$ cat src/rtl/pixel_array_ctrl_if.sv
// +--------------------------------------------------------------------------+
// | pixel_array_ctrl_if : control/status bundle of the pixel frame sequencer |
// | Rev 1.0                                                                  |
// +--------------------------------------------------------------------------+
`default_nettype none

interface pixel_array_ctrl_if #(
    parameter int N     = 2,
    parameter int CNT_W = 8,
    parameter int EXP_W = 16
);
  localparam int NN    = N * N;
  localparam int IDX_W = (NN > 1) ? $clog2(NN) : 1;

  logic             start;
  logic             abort;
  logic [EXP_W-1:0] exp_time;
  logic             erase;
  logic             pix_reset;
  logic             expose;
  logic             convert;
  logic [CNT_W-1:0] cnt_out;
  logic             cnt_oe;
  logic [NN-1:0]    read;
  logic             pix_valid;
  logic [IDX_W-1:0] pix_idx;
  logic             busy;
  logic             frame_done;

  modport master (
    output start, abort, exp_time,
    input  erase, pix_reset, expose, convert, cnt_out, cnt_oe,
           read, pix_valid, pix_idx, busy, frame_done
  );

  modport slave (
    input  start, abort, exp_time,
    output erase, pix_reset, expose, convert, cnt_out, cnt_oe,
           read, pix_valid, pix_idx, busy, frame_done
  );
endinterface

`default_nettype wire

$ cat src/rtl/pixel_array_ctrl.sv
// +--------------------------------------------------------------------------+
// | pixel_array_ctrl : erase/expose/convert/readout frame sequencer (Moore)  |
// | Rev 1.0                                                                  |
// +--------------------------------------------------------------------------+
`default_nettype none

module pixel_array_ctrl #(
    parameter int N       = 2,
    parameter int CNT_W   = 8,
    parameter int T_ERASE = 5,
    parameter int T_READ  = 4,
    parameter int EXP_W   = 16
) (
    input  logic              clk,
    input  logic              rst_n,
    pixel_array_ctrl_if.slave bus
);
  localparam int c_NN    = N * N;
  localparam int c_IDX_W = (c_NN > 1) ? $clog2(c_NN) : 1;
  localparam int c_PH_W  = $clog2(T_READ);

  localparam logic [2:0] c_IDLE    = 3'd0;
  localparam logic [2:0] c_ERASE   = 3'd1;
  localparam logic [2:0] c_EXPOSE  = 3'd2;
  localparam logic [2:0] c_CONVERT = 3'd3;
  localparam logic [2:0] c_READOUT = 3'd4;
  localparam logic [2:0] c_DONE    = 3'd5;

  localparam logic [EXP_W-1:0]   c_ERASE_LAST = EXP_W'(T_ERASE - 1);
  localparam logic [c_PH_W-1:0]  c_PH_LAST    = c_PH_W'(T_READ - 1);
  localparam logic [c_IDX_W-1:0] c_PIX_LAST   = c_IDX_W'(c_NN - 1);

  logic [2:0]         r_state;
  logic [EXP_W-1:0]   r_exp;
  logic [EXP_W-1:0]   r_tick;
  logic [CNT_W-1:0]   r_cnt;
  logic [c_PH_W-1:0]  r_phase;
  logic [c_IDX_W-1:0] r_pix;

  logic [EXP_W-1:0]   w_exp_lat;
  logic               w_readout;

  // A zero exposure still spends one cycle in EXPOSE; the tick counter only
  // ever reaches r_exp-1, so the all-ones exposure cannot wrap it.
  assign w_exp_lat = (bus.exp_time == '0) ? EXP_W'(1) : bus.exp_time;

  always_ff @(posedge clk or negedge rst_n) begin
    if (!rst_n) begin
      r_state <= c_IDLE;
      r_exp   <= '0;
      r_tick  <= '0;
      r_cnt   <= '0;
      r_phase <= '0;
      r_pix   <= '0;
    end else if (bus.abort) begin
      r_state <= c_IDLE;
      r_tick  <= '0;
      r_cnt   <= '0;
      r_phase <= '0;
      r_pix   <= '0;
    end else begin
      case (r_state)
        c_IDLE, c_DONE: begin
          if (bus.start) begin
            r_state <= c_ERASE;
            r_exp   <= w_exp_lat;
            r_tick  <= '0;
          end else begin
            r_state <= c_IDLE;
          end
        end
        c_ERASE: begin
          if (r_tick == c_ERASE_LAST) begin
            r_state <= c_EXPOSE;
            r_tick  <= '0;
          end else begin
            r_tick <= r_tick + EXP_W'(1);
          end
        end
        c_EXPOSE: begin
          if (r_tick == r_exp - EXP_W'(1)) begin
            r_state <= c_CONVERT;
            r_tick  <= '0;
          end else begin
            r_tick <= r_tick + EXP_W'(1);
          end
        end
        c_CONVERT: begin
          // Natural wrap returns the code to 0 on the exit edge.
          r_cnt <= r_cnt + CNT_W'(1);
          if (&r_cnt) begin
            r_state <= c_READOUT;
            r_phase <= '0;
            r_pix   <= '0;
          end
        end
        c_READOUT: begin
          if (r_phase == c_PH_LAST) begin
            r_phase <= '0;
            if (r_pix == c_PIX_LAST) begin
              r_state <= c_DONE;
              r_pix   <= '0;
            end else begin
              r_pix <= r_pix + c_IDX_W'(1);
            end
          end else begin
            r_phase <= r_phase + c_PH_W'(1);
          end
        end
        default: r_state <= c_IDLE;
      endcase
    end
  end

  assign w_readout      = (r_state == c_READOUT);

  assign bus.erase      = (r_state == c_ERASE);
  assign bus.pix_reset  = (r_state == c_ERASE);
  assign bus.expose     = (r_state == c_EXPOSE);
  assign bus.convert    = (r_state == c_CONVERT);
  assign bus.cnt_oe     = (r_state == c_CONVERT);
  assign bus.cnt_out    = (r_state == c_CONVERT) ? r_cnt : '0;
  assign bus.read       = w_readout ? (c_NN'(1) << r_pix) : '0;
  assign bus.pix_valid  = w_readout && (r_phase == c_PH_LAST);
  assign bus.pix_idx    = w_readout ? r_pix : '0;
  assign bus.busy       = (r_state != c_IDLE);
  assign bus.frame_done = (r_state == c_DONE);

endmodule

`default_nettype wire

$ cat src/flat_wrapper.sv
// flat-port wrapper written by rule: the top's interface ports become plain ports
module pixel_array_ctrl_flat 
#(
    parameter int N       = 2,
    parameter int CNT_W   = 8,
    parameter int T_ERASE = 5,
    parameter int T_READ  = 4,
    parameter int EXP_W   = 16
)
  (clk, rst_n, bus_start, bus_abort, bus_exp_time, bus_erase, bus_pix_reset, bus_expose, bus_convert, bus_cnt_out, bus_cnt_oe, bus_read, bus_pix_valid, bus_pix_idx, bus_busy, bus_frame_done);
  pixel_array_ctrl_if #(.N(N), .CNT_W(CNT_W), .EXP_W(EXP_W)) bus_i ();
  input  logic clk;
  input  logic rst_n;
  input wire logic [$bits(bus_i.start)-1:0] bus_start;
  input wire logic [$bits(bus_i.abort)-1:0] bus_abort;
  input wire logic [$bits(bus_i.exp_time)-1:0] bus_exp_time;
  output wire logic [$bits(bus_i.erase)-1:0] bus_erase;
  output wire logic [$bits(bus_i.pix_reset)-1:0] bus_pix_reset;
  output wire logic [$bits(bus_i.expose)-1:0] bus_expose;
  output wire logic [$bits(bus_i.convert)-1:0] bus_convert;
  output wire logic [$bits(bus_i.cnt_out)-1:0] bus_cnt_out;
  output wire logic [$bits(bus_i.cnt_oe)-1:0] bus_cnt_oe;
  output wire logic [$bits(bus_i.read)-1:0] bus_read;
  output wire logic [$bits(bus_i.pix_valid)-1:0] bus_pix_valid;
  output wire logic [$bits(bus_i.pix_idx)-1:0] bus_pix_idx;
  output wire logic [$bits(bus_i.busy)-1:0] bus_busy;
  output wire logic [$bits(bus_i.frame_done)-1:0] bus_frame_done;
  assign bus_i.start = bus_start;
  assign bus_i.abort = bus_abort;
  assign bus_i.exp_time = bus_exp_time;
  assign bus_erase = bus_i.erase;
  assign bus_pix_reset = bus_i.pix_reset;
  assign bus_expose = bus_i.expose;
  assign bus_convert = bus_i.convert;
  assign bus_cnt_out = bus_i.cnt_out;
  assign bus_cnt_oe = bus_i.cnt_oe;
  assign bus_read = bus_i.read;
  assign bus_pix_valid = bus_i.pix_valid;
  assign bus_pix_idx = bus_i.pix_idx;
  assign bus_busy = bus_i.busy;
  assign bus_frame_done = bus_i.frame_done;
  pixel_array_ctrl #(.N(N), .CNT_W(CNT_W), .T_ERASE(T_ERASE), .T_READ(T_READ), .EXP_W(EXP_W)) u_core (.clk(clk), .rst_n(rst_n), .bus(bus_i));
endmodule
$ cat config.mk
export PLATFORM = sky130hd
export DESIGN_NAME = pixel_array_ctrl_flat
export DESIGN_NICKNAME = d
export VERILOG_FILES = /design/src/rtl/pixel_array_ctrl_if.sv /design/src/rtl/pixel_array_ctrl.sv /design/src/flat_wrapper.sv
export SDC_FILE = /design/constraint.sdc
export NUM_CORES = 1
export LEC_CHECK = 0
export CAP_MARGIN = 10
export CORE_ASPECT_RATIO = 0.5
export CORE_MARGIN = 8
export CORE_UTILIZATION = 41
export CTS_CLUSTER_DIAMETER = 80
export DETAILED_ROUTE_END_ITERATION = 8
export GPL_TIMING_DRIVEN = 0
export PLACE_DENSITY = 0.7
export REMOVE_ABC_BUFFERS = 1
export SLEW_MARGIN = 20
export SYNTH_ARGS = -nofsm -noshare
export SYNTH_HDL_FRONTEND = slang
export SYNTH_SLANG_ARGS = --single-unit
$ cat constraint.sdc
create_clock -name clk -period 5.5 [get_ports clk]
set_clock_uncertainty 0.15 [all_clocks]
set_input_delay 1.375 -clock clk [delete_from_list [all_inputs] [get_ports clk]]
set_output_delay 1.375 -clock clk [all_outputs]
set_load 0.1 [all_outputs]
# ---- After elaboration in Yosys (flattened, before gate mapping)
# Cells that the tools add are included.
dict set report totals {
  output_inout_bits 22
  regBits 47
  input_bits 20
}
dict set report classes {
  eq_ne 15
  bitwise_logic 1
  mux 27
  n_shift 1
  add_sub_neg 5
  n_reduce_logical 14
}
# op count
set op_table {}
lappend op_table {{two-way mux 16 bit} 5}
lappend op_table {{case mux 16 bit (3 select lines)} 1}
lappend op_table {{two-way mux 8 bit} 3}
lappend op_table {{two-way mux 3 bit} 6}
lappend op_table {{adder 16 x 1 -> 16 bit (second input constant)} 1}
lappend op_table {{equality test 16 bit} 1}
lappend op_table {{equality test 16 x 3 -> 1 bit (second input constant)} 1}
lappend op_table {{logical NOT 16 bit} 1}
lappend op_table {{subtractor 16 x 1 -> 16 bit (second input constant)} 1}
lappend op_table {{case mux 3 bit (5 select lines)} 1}
lappend op_table {{two-way mux 2 bit} 7}
lappend op_table {{inequality test 3 x 2 -> 1 bit (second input constant)} 3}
lappend op_table {{inequality test 3 bit (second input constant)} 3}
lappend op_table {{adder 8 x 1 -> 8 bit (second input constant)} 1}
lappend op_table {{case mux 2 bit (2 select lines)} 2}
lappend op_table {{AND reduction 8 bit} 1}
lappend op_table {{equality test 3 x 2 -> 1 bit (second input constant)} 2}
lappend op_table {{equality test 3 bit (second input constant)} 2}
lappend op_table {{AND reduction 3 bit} 2}
lappend op_table {{nonzero test 3 bit} 2}
lappend op_table {{AND reduction 5 bit} 1}
lappend op_table {{adder 2 x 1 -> 2 bit (second input constant)} 2}
lappend op_table {{equality test 2 bit (second input constant)} 2}
lappend op_table {{two-way mux 4 bit} 1}
lappend op_table {{other kinds (10)} 11}

# ---- Depth between registers and ports, before layout
dict set report depth {
  depth_word 5
  depth_mapped 11
}

# ---- Worst setup path after synthesis
# Ideal clock, no wire load.
dict set report synth_timing {
  path_type {reg2out}
  from {register u_core.r_state[0]}
  to {output bus_pix_reset}
  arrival_ns 3.576
  stages_incl_launch_ff 4
  setup_slack_ns 0.399
  required_ns 3.975
  path_buffers 2
  cell_sequence {dfrtp_1 > clkbuf_1 > nor3b_1 > buf_4}
}
dict set report synth_between {
  elab_chain_cells 1
}
# item line_no
set synth_lines {}
lappend synth_lines {{from (decl)} pixel_array_ctrl.sv:33} ;# logic [2:0] r_state;
lappend synth_lines {{from (signal assigned)} pixel_array_ctrl.sv:49} ;# r_state <= c_IDLE;
lappend synth_lines {{from (signal assigned)} pixel_array_ctrl.sv:56} ;# r_state <= c_IDLE;
lappend synth_lines {{from (signal assigned)} pixel_array_ctrl.sv:65} ;# r_state <= c_ERASE;
lappend synth_lines {{equality test 3 x 1 -> 1 bit} --}
lappend synth_lines {{to (decl)} flat_wrapper.sv:18} ;# output wire logic [$bits(bus_i.pix_reset)-1:0] bus_pix_reset;
# Every way passes these cells.

# ---- Final worst setup path
dict set report layout_timing {
  from {register u_core.r_state[1]}
  to {output bus_cnt_out[5]}
}
dict set report layout_between {
  elab_chain_cells 2
}
# item line_no
set layout_lines {}
lappend layout_lines {{equality test 3 x 2 -> 1 bit} pixel_array_ctrl.sv:122} ;# assign bus.cnt_out = (r_state == c_CONVERT) ? r_cnt : '0;
lappend layout_lines {{two-way mux 8 bit} pixel_array_ctrl.sv:122}
lappend layout_lines {{to (decl)} flat_wrapper.sv:21} ;# output wire logic [$bits(bus_i.cnt_out)-1:0] bus_cnt_out;
# Every way passes these cells.

==> results.cfg <==
[synthesis]
yosysUniqueCellTypes = 54
synth_area_leaders = dfrtp_1, a22o_1, xor2_1
synth_area_leader_cell = dfrtp_1
synth_top_area_frac = 0.371
synth-edff-count = 0
yosysSeqAreaShare = 0.371
synth_most_common_cell = dfrtp_1
avgSynthCellArea_um2 = 9.07
async_flop_share = 1.00
synth-seq-cells = 47
netlist_instances = 349
synth_area_um2 = 3170
yosys_warnings = 0
ys.flop_type = dfrtp_1
synth.top_cells.by_count = dfrtp_1, nor2_1, nand2_1

[timing]
slew_viol_final = 0
maxSlewHeadroom = 0.342
grt_setup_unrepaired = false
min_period_ns = 4.67
hold_viol = 0
tightest_slew_ns = 0.984
finalCritPeriodShare = 0.849
timing.fmax_mhz = 214
fin_ws_ns = 0.830
hold_slack_ns = 0.349
setup_violations = 0

[finish]
nets = 402
final_cell_count_no_fill = 470
insertedDiodeCount = 0
area_growth_pct = 18.6
drive_above_1_share = 0.0561
final_util = 0.507

[cts]
postCtsHoldBufs = 0
clockRootBuffer = clkbuf_16
clk_pin_slew_ns = 0.07
htreeDepth = 2
clockBufferDepth = 2
cts_sinks = 47
cts_buffers = 5
cts_tree = built
clk_latency_ns = 0.29
post_cts_buffers = 0
ctsResizeCount = 0

[setup_path]
path_class = register to primary output
r2r-start = u_core.r_exp[0]$_DFFE_PN0P_
cp.arrival_ns = 3.15
timing.rr.end = u_core.r_tick[10]$_DFFE_PN0P_
cp-start-kind = register
end_kind = primary output
critical_path_required_ns = 3.97
crit_fanout = 16
r2r_cells = 9
ff2ff_setup_slack_ns = 2.00

[min_path]
min_to = u_core.r_phase[0]$_DFFE_PN0P_
hold_path_class = register to register
hold_path_depth = 1
min-delay-start = u_core.r_phase[0]$_DFFE_PN0P_

[floorplanning]
dieArea_um2 = 11000
die_y_um = 78.1
initial_utilization = 0.428
dieWidth_um = 140
core_area_um2 = 7400
rows = 22
num_io_pins = 42

[detailed_routing]
antenna_left = 0
drt_iter0_drc = 175
dr.pass1.iters = 5
avgViaCountPerCell = 5.77
finalWirelength_mm = 7.56
drc = 0
post_drt_wl_per_cell_um = 16.1
routed-via-count = 2712

[global_routing]
grt_max_degree = 30
track_usage = 0.139
first_global_vias = 2650
grt.overflow.total = 0
grt_antenna_before_repair = 0
grt_pass1_wl_mm = 12.9

[run_status]
outcome = complete, no violations

[power]
power_w = 0.00127
peakVddDrop_mv = 0.154
cellPowerDensity_nw_per_um2 = 337
leakagePower_nw = 1.55

[placement]
hpwlAfterDp_mm = 5.65
place_inst = 462
gp_congestion = 0.903
io_buffers = 41
pre_cts_ws_ns = 1.17

[job]
cap_viol_max_count = 0
==> flip-flops by register name, indices dropped and copies added, names as in the netlist <==
register        cells
u_core.r_phase      2
u_core.r_state      3
u_core.r_pix        2
u_core.r_exp       16
u_core.r_tick      16
u_core.r_cnt        8
==> through the flow <==
step | TNS, ns | instance area, um2
2_1_floorplan | -23.29 | 3030
3_3_place_gp | 0 | 3560
3_5_place_dp | 0 | 3580
4_1_cts | 0 | 3750
5_1_grt | 0 | 3760
6_report | 0 | 3760
==> metal layers <==
layer / wire, um / up-vias / share of wire / GRT usage
li1: - / 1321 / - / -
met2: 3540 / 67 / 0.47 / 0.227
met4: 63 / 0 / 0.0083 / 0.0333
met5: 0 / - / 0 / 0
met3: 417 / 7 / 0.055 / 0.0326
met1: 3540 / 1317 / 0.47 / 0.184
==> how the worst max path moves through the flow <==
stage | start | end | cells after the start
floorplan | u_core.r_state[2]$_DFFE_PN0P_ | u_core.r_tick[11]$_DFFE_PN0P_ | 6
global placement | u_core.r_state[1]$_DFFE_PN0P_ | bus_cnt_out[5] | 4
detailed placement | u_core.r_state[1]$_DFFE_PN0P_ | bus_cnt_out[5] | 4
CTS | u_core.r_state[1]$_DFFE_PN0P_ | bus_cnt_out[5] | 4
global route | u_core.r_state[1]$_DFFE_PN0P_ | bus_cnt_out[5] | 4
finish | u_core.r_state[1]$_DFFE_PN0P_ | bus_cnt_out[5] | 4
==> report_power, final <==
| part | switching (W) | total, W | internal, W | leakage, nW |
|---|---|---|---|---|
| combinational | 0.000241 | 0.000416 | 0.000175 | 0.838 |
| clock | 0.000133 | 0.000359 | 0.000226 | 0.0868 |
| sequential | 0.0000992 | 0.000492 | 0.000393 | 0.625 |
==> placed cells by master (no fill, tap or decap), types with 7 or more instances in the layout <==
| cell type | synthesis | layout |
|---|---|---|
| nand2_1 | 22 | 22 |
| nor4_1 | 8 | 8 |
| and2_1 | 16 | 16 |
| inv_1 | 11 | 11 |
| dfrtp_1 | 47 | 47 |
| a22o_1 | 16 | 16 |
| xnor2_1 | 12 | 12 |
| and3_1 | 8 | 8 |
| o21ai_0 | 9 | 9 |
| nand2b_1 | 8 | 8 |
| nand4_1 | 9 | 9 |
| a31oi_1 | 7 | 7 |
| nand3_1 | 16 | 16 |
| ha_1 | 9 | 9 |
| nor2_1 | 25 | 25 |
| a21oi_1 | 15 | 15 |
| xor2_1 | 13 | 13 |
| clkdlybuf4s50_1 | 0 | 40 |
==> area by class of cell <==
cell class	instances	area, um2
Clock buffer	6	139
Clock inverter	2	35.0
Inverter	11	41.3
Timing Repair Buffer	42	425
Multi-Input combinational cell	266	1820
Sequential cell	47	1180
Tap cell	96	120
Fill cell	667	3650
==> cells by family (layout without fill, tap and decap cells) <==
| group | count (synthesis) | in the layout | share of synthesized area |
|---|---|---|---|
| simple gates | 145 | 145 | 0.263 |
| compound gates | 81 | 81 | 0.185 |
| flops | 47 | 47 | 0.371 |
| buf+inv | 36 | 61 | 0.0549 |
| xor+xnor | 25 | 25 | 0.0691 |
| fa+ha+maj | 9 | 9 | 0.0356 |
| mux | 6 | 6 | 0.0205 |
==> critical path: stages, from the launching register on <==
cell	delay, ns
dfrtp_1	0.52
nand2_1	0.19
nor2_1	0.72
and2_1	0.27
clkdlybuf4s50_1	1.15
No activity file was read; power rests on OpenSTA's default activity.
